--- src/rtl/plot_sweep_ctrl_pkg.sv ---
// Shared constants for the plot sweep controller: state encoding and speed indices.
// States are plain localparam codes so older benches can compare raw values.
package plot_pkg;

   localparam int unsigned STATE_W = 3;

   localparam logic [STATE_W-1:0] ST_IDLE  = 3'd0;
   localparam logic [STATE_W-1:0] ST_LOAD  = 3'd1;
   localparam logic [STATE_W-1:0] ST_WAIT  = 3'd2;
   localparam logic [STATE_W-1:0] ST_PAUSE = 3'd3;
   localparam logic [STATE_W-1:0] ST_EMIT  = 3'd4;
   localparam logic [STATE_W-1:0] ST_DONE  = 3'd5;

   localparam logic [1:0] SPD_IDX0 = 2'd0;
   localparam logic [1:0] SPD_IDX1 = 2'd1;
   localparam logic [1:0] SPD_IDX2 = 2'd2;
   localparam logic [1:0] SPD_IDX3 = 2'd3;

   function automatic logic [31:0] spd_select(
      input logic [1:0]  sel,
      input logic [31:0] s0,
      input logic [31:0] s1,
      input logic [31:0] s2,
      input logic [31:0] s3
   );
      logic [31:0] v;
      case (sel)
         SPD_IDX0: v = s0;
         SPD_IDX1: v = s1;
         SPD_IDX2: v = s2;
         default:  v = s3;
      endcase
      return v;
   endfunction

endpackage

--- src/rtl/plot_sweep_ctrl.sv ---
// Sweep controller: steps x from 0 to X_MAX, pacing each step off an external
// down-counter and handing each column to the plotter with a valid/ready handshake.
module plot_sweep_ctrl
   import plot_pkg::*;
#(
   parameter int unsigned X_MAX = 159,
   parameter logic [31:0] SPD0  = 32'd49_999_999,
   parameter logic [31:0] SPD1  = 32'd4_999_999,
   parameter logic [31:0] SPD2  = 32'd499_999,
   parameter logic [31:0] SPD3  = 32'd49_999
) (
   input  logic        clk,
   input  logic        reset,
   input  logic        start,
   input  logic        abort,
   input  logic        pause,
   input  logic [1:0]  speed,
   input  logic [31:0] div_count,
   input  logic        x_ready,
   output logic [31:0] div_start_val,
   output logic        div_enable,
   output logic        div_reset_n,
   output logic [7:0]  x,
   output logic        x_valid,
   output logic        busy,
   output logic        done
);

   localparam logic [7:0] X_LAST = 8'(X_MAX);

   logic [STATE_W-1:0] r_state;
   logic [STATE_W-1:0] w_state_nxt;
   logic [7:0]         r_x;
   logic [31:0]        r_div_start_val;
   logic               w_tick;
   logic               w_launch;
   logic               w_step;

   assign w_tick   = (div_count == '0);
   assign w_launch = (r_state == ST_IDLE) && start && !abort;
   assign w_step   = (r_state == ST_EMIT) && x_ready && !abort;

   always_comb begin
      w_state_nxt = r_state;
      if (abort && (r_state != ST_IDLE)) begin
         w_state_nxt = ST_IDLE;
      end else begin
         case (r_state)
            ST_IDLE:  if (w_launch) w_state_nxt = ST_LOAD;
            ST_LOAD:  w_state_nxt = ST_WAIT;
            // a tick in the same cycle as pause still emits
            ST_WAIT: begin
               if (w_tick)     w_state_nxt = ST_EMIT;
               else if (pause) w_state_nxt = ST_PAUSE;
            end
            ST_PAUSE: if (!pause) w_state_nxt = ST_WAIT;
            ST_EMIT: begin
               if (x_ready) w_state_nxt = (r_x == X_LAST) ? ST_DONE : ST_WAIT;
            end
            ST_DONE:  w_state_nxt = ST_IDLE;
            default:  w_state_nxt = ST_IDLE;
         endcase
      end
   end

   always_ff @(posedge clk) begin
      if (!reset) begin
         r_state         <= ST_IDLE;
         r_x             <= '0;
         r_div_start_val <= SPD0;
      end else begin
         r_state <= w_state_nxt;
         if (w_launch) begin
            r_div_start_val <= spd_select(speed, SPD0, SPD1, SPD2, SPD3);
            r_x             <= '0;
         end else if (w_step && (r_x != X_LAST)) begin
            r_x <= r_x + 8'd1;
         end
      end
   end

   // every output is either a register or a pure decode of r_state
   assign div_start_val = r_div_start_val;
   assign x             = r_x;
   assign x_valid       = (r_state == ST_EMIT);
   assign div_enable    = (r_state == ST_WAIT);
   assign div_reset_n   = (r_state != ST_IDLE) && (r_state != ST_DONE);
   assign busy          = (r_state != ST_IDLE);
   assign done          = (r_state == ST_DONE);

endmodule

--- config.mk ---
export PLATFORM = sky130hd
export DESIGN_NAME = plot_sweep_ctrl
export DESIGN_NICKNAME = d
export VERILOG_FILES = /design/src/rtl/plot_sweep_ctrl_pkg.sv /design/src/rtl/plot_sweep_ctrl.sv
export SDC_FILE = /design/constraint.sdc
export NUM_CORES = 1
export LEC_CHECK = 0
export BUFFER_PORTS_ARGS = -buffer_cell sky130_fd_sc_hd__clkbuf_2
export CAP_MARGIN = 20
export CORE_UTILIZATION = 38
export CTS_BUF_LIST = sky130_fd_sc_hd__clkbuf_2 sky130_fd_sc_hd__clkbuf_4 sky130_fd_sc_hd__clkbuf_8
export CTS_CLUSTER_SIZE = 20
export DETAILED_ROUTE_END_ITERATION = 12
export PLACE_DENSITY_LB_ADDON = 0.2
export SLEW_MARGIN = 20
export SYNTH_ARGS = -nofsm -noshare
export SYNTH_HDL_FRONTEND = slang
export SYNTH_SLANG_ARGS = --single-unit
--- constraint.sdc ---
create_clock -name clk -period 1.6 [get_ports clk]
set_clock_uncertainty 0.05 [all_clocks]
set_input_delay 0.16 -clock clk [delete_from_list [all_inputs] [get_ports clk]]
set_output_delay 0.16 -clock clk [all_outputs]
set_load 0.05 [all_outputs]
==> flow_summary.yaml <==
detailed_routing:
  viasPerCell: 4.88
  num_vias: 1415
  drt_iter0_drc: 39
  first_pass_iters: 4
  wl_per_cell_um: 11.6
  final_antenna_net_count: 0
  wl_um: 3370
  drc: 0
sta:
  rsz0062_at_grt: "yes"
  fin_crit_sh_pct: 97.0
  fmax_mhz: 644
  hold_viol_final: 0
  maxSlewViolCount: 0
  setup_viol: 0
  fin_crit_ns: 1.55
  holdWs_ns: 0.0915
pwr:
  p_switching_w: 0.000767
  sw_frac_of_total_pct: 43.7
  seqPwrFrac_pct: 36.9
  ir_drop_uv: 574
  power_density_mw_per_mm2: 889
  power_leakage_nw: 0.958
  p_int_w: 0.000987
  comb_power_share_pct: 47.5
  p_clk_share_pct: 15.6
setup_path:
  critPathSlowestCell: "dfxtp_4"
  worstSetupPathType: "flop to flop"
  worstSetupEndpointType: "flop"
  r2r_slack_ns: 0.05
  required_ns: 1.77
  crit_path_max_fanout: 5
  critPathMaxStageDelay_ns: 0.39
  start_kind: "flop"
  crit_chain: "or3b_4, or2_4, buf_8, o311ai_1"
  crit_arrival_ns: 1.73
synth:
  synth_seq_area_share_pct: 33.2
  synth-async-reset-ratio_pct: 0
  synth_top_area_share_pct: 33.2
  synth_cell_types: 41
  synth_most_common_cell: "dfxtp_1"
  synth_common_cells: "dfxtp_1, buf_4, nand2_1, nor2_1"
  yosys.area.top_type: "dfxtp_1"
  synthFlopType: "dfxtp_1"
  synth-edff-count: 0
  synth_area_per_cell_um2: 8.39
  syn_inst: 165
  synthTopCellsByArea: "dfxtp_1, buf_4, ha_1, nand2_1, nor2_1"
  syn-cell-area_mm2: 0.00139
  ys_ff_latch: 23
  synth_warnings: 0
cts:
  cts_tree: "done"
  cts_buffers: 3
  clock_latency_ns: 0.32
  clockRootBuffer: "clkbuf_4"
  cts_sinks: 23
  clkSlewWorstSetupHoldPaths_ns: 0.14
  cts_max_path_buffers: 2
  ctsHtreeMaxLevel: 1
placement:
  portBuffers: 71
  dp_hpwl_um: 2590
  finalWeightedCongestion: 0.816
final_layout:
  num-fill-cells: 329
  antenna_cells: 0
  area_growth_pct: 42.5
  drive_gt1_share_pct: 47.5
  finalNetCount: 293
  finish.utilization_pct: 57.8
grt:
  antenna_found_initial: 0
  grt_max_degree: 19
  grt_overflow: 0
  grt_pass1_wl_um: 5320
  grt_pass1_vias: 1270
  grt_util_all_layers_pct: 17.0
floorplanning:
  ios: 85
  dieArea_mm2: 0.00389
  die_w_um: 62.4
  start_util_pct: 40.5
  rows: 21
  core-area_mm2: 0.00342
  die_h_um: 62.4
job:
  drv_cap: 0
status:
  status: "finished clean"
min_path:
  hp-class: "primary input to flop"
## power by group through the flow
stage / Sequential, W / Clock [W] / Combinational, W
final: 0.000647 / 0.000273 / 0.000834
after detailed placement: 0.000657 / 0 / 0.000723
after floorplan: 0.000768 / 0 / 0.000470
after global placement: 0.000655 / 0 / 0.000722
after CTS: 0.000644 / 0.000283 / 0.000753
after global routing: 0.000654 / 0.000311 / 0.000884
## metrics by stage
step | area, um^2 | instances | worst slack (ns) | total power (W) | setup TNS [ns]
after floorplan | 1440 | 176 | -0.232 | 0.00124 | -0.981
after global placement | 1760 | 280 | 0.0773 | 0.00138 | 0
after detailed placement | 1760 | 280 | 0.0185 | 0.00138 | 0
after CTS | 1850 | 284 | 0.00331 | 0.00168 | 0
after global routing | 1970 | 290 | -0.0131 | 0.00185 | -0.0173
final | 1970 | 290 | 0.0477 | 0.00175 | 0
## layer usage
layer,part of all wire [%],GRT usage (%),up-vias
met2,48,31.2,69
li1,-,-,720
met4,1.0,5.23,0
met3,6.5,2.55,4
met1,44,20.3,622
met5,0,0,-
## cell usage in the layout (no fill, tap or decap), types with 5 or more instances in the layout
cell	n
clkbuf_2	66
nand2_1	15
dfxtp_1	15
buf_4	14
nor2_1	13
conb_1	13
a21oi_1	8
nor4_1	8
ha_1	7
o211ai_1	6
o21ai_0	5
clkbuf_4	5
dfxtp_2	5
## kinds of logic after synthesis
group / count (synthesis) / share of synthesized area, %
simple gates: 66 / 25.7
buf+inv: 29 / 14.0
flops: 23 / 33.2
mux: 1 / 0.723
other cells: 2 / 0.542
compound gates: 32 / 16.1
fa+ha+maj: 8 / 7.23
xor+xnor: 4 / 2.53
## cell type report
type	instances	area, um^2	area share, %
multi-input cells	124	848	43.0
repair buffers	88	543	27.5
flip-flops and latches	23	478	24.2
well taps	46	57.6	2.92
clock buffers	3	22.5	1.14
inverters	5	18.8	0.951
clock inverters	1	5.00	0.254
## state kept, by name, indices dropped and copies added (netlist names)
signal / flops
div_start_val: 12
x: 8
r_state: 3
## worst max-delay path, delay by kind of cell (launching register included)
kind,cells,cell delay [ns]
simple gates,2,0.67
compound gates,1,0.20
buf+inv,1,0.14
flops,1,0.39
## worst paths after layout
path         cells after the start               from           endpoint
min reg2reg                      2  div_start_val[11]  div_start_val[11]
max reg2reg                      4         r_state[2]  div_start_val[22]
max                              4         r_state[2]  div_start_val[22]
min                              3              pause         r_state[0]
## timing repair
item | CTS | global route
setup buffers | 0 | 4
endpoints found under the setup margin | 7 | 12
hold buffers | 0 | 0
hold endpoints to repair | 0 | 0
pin swaps | 1 | 9
gates cloned | 0 | 2
gates resized for setup | 12 | 22
Power figures use the tool's default switching activity.
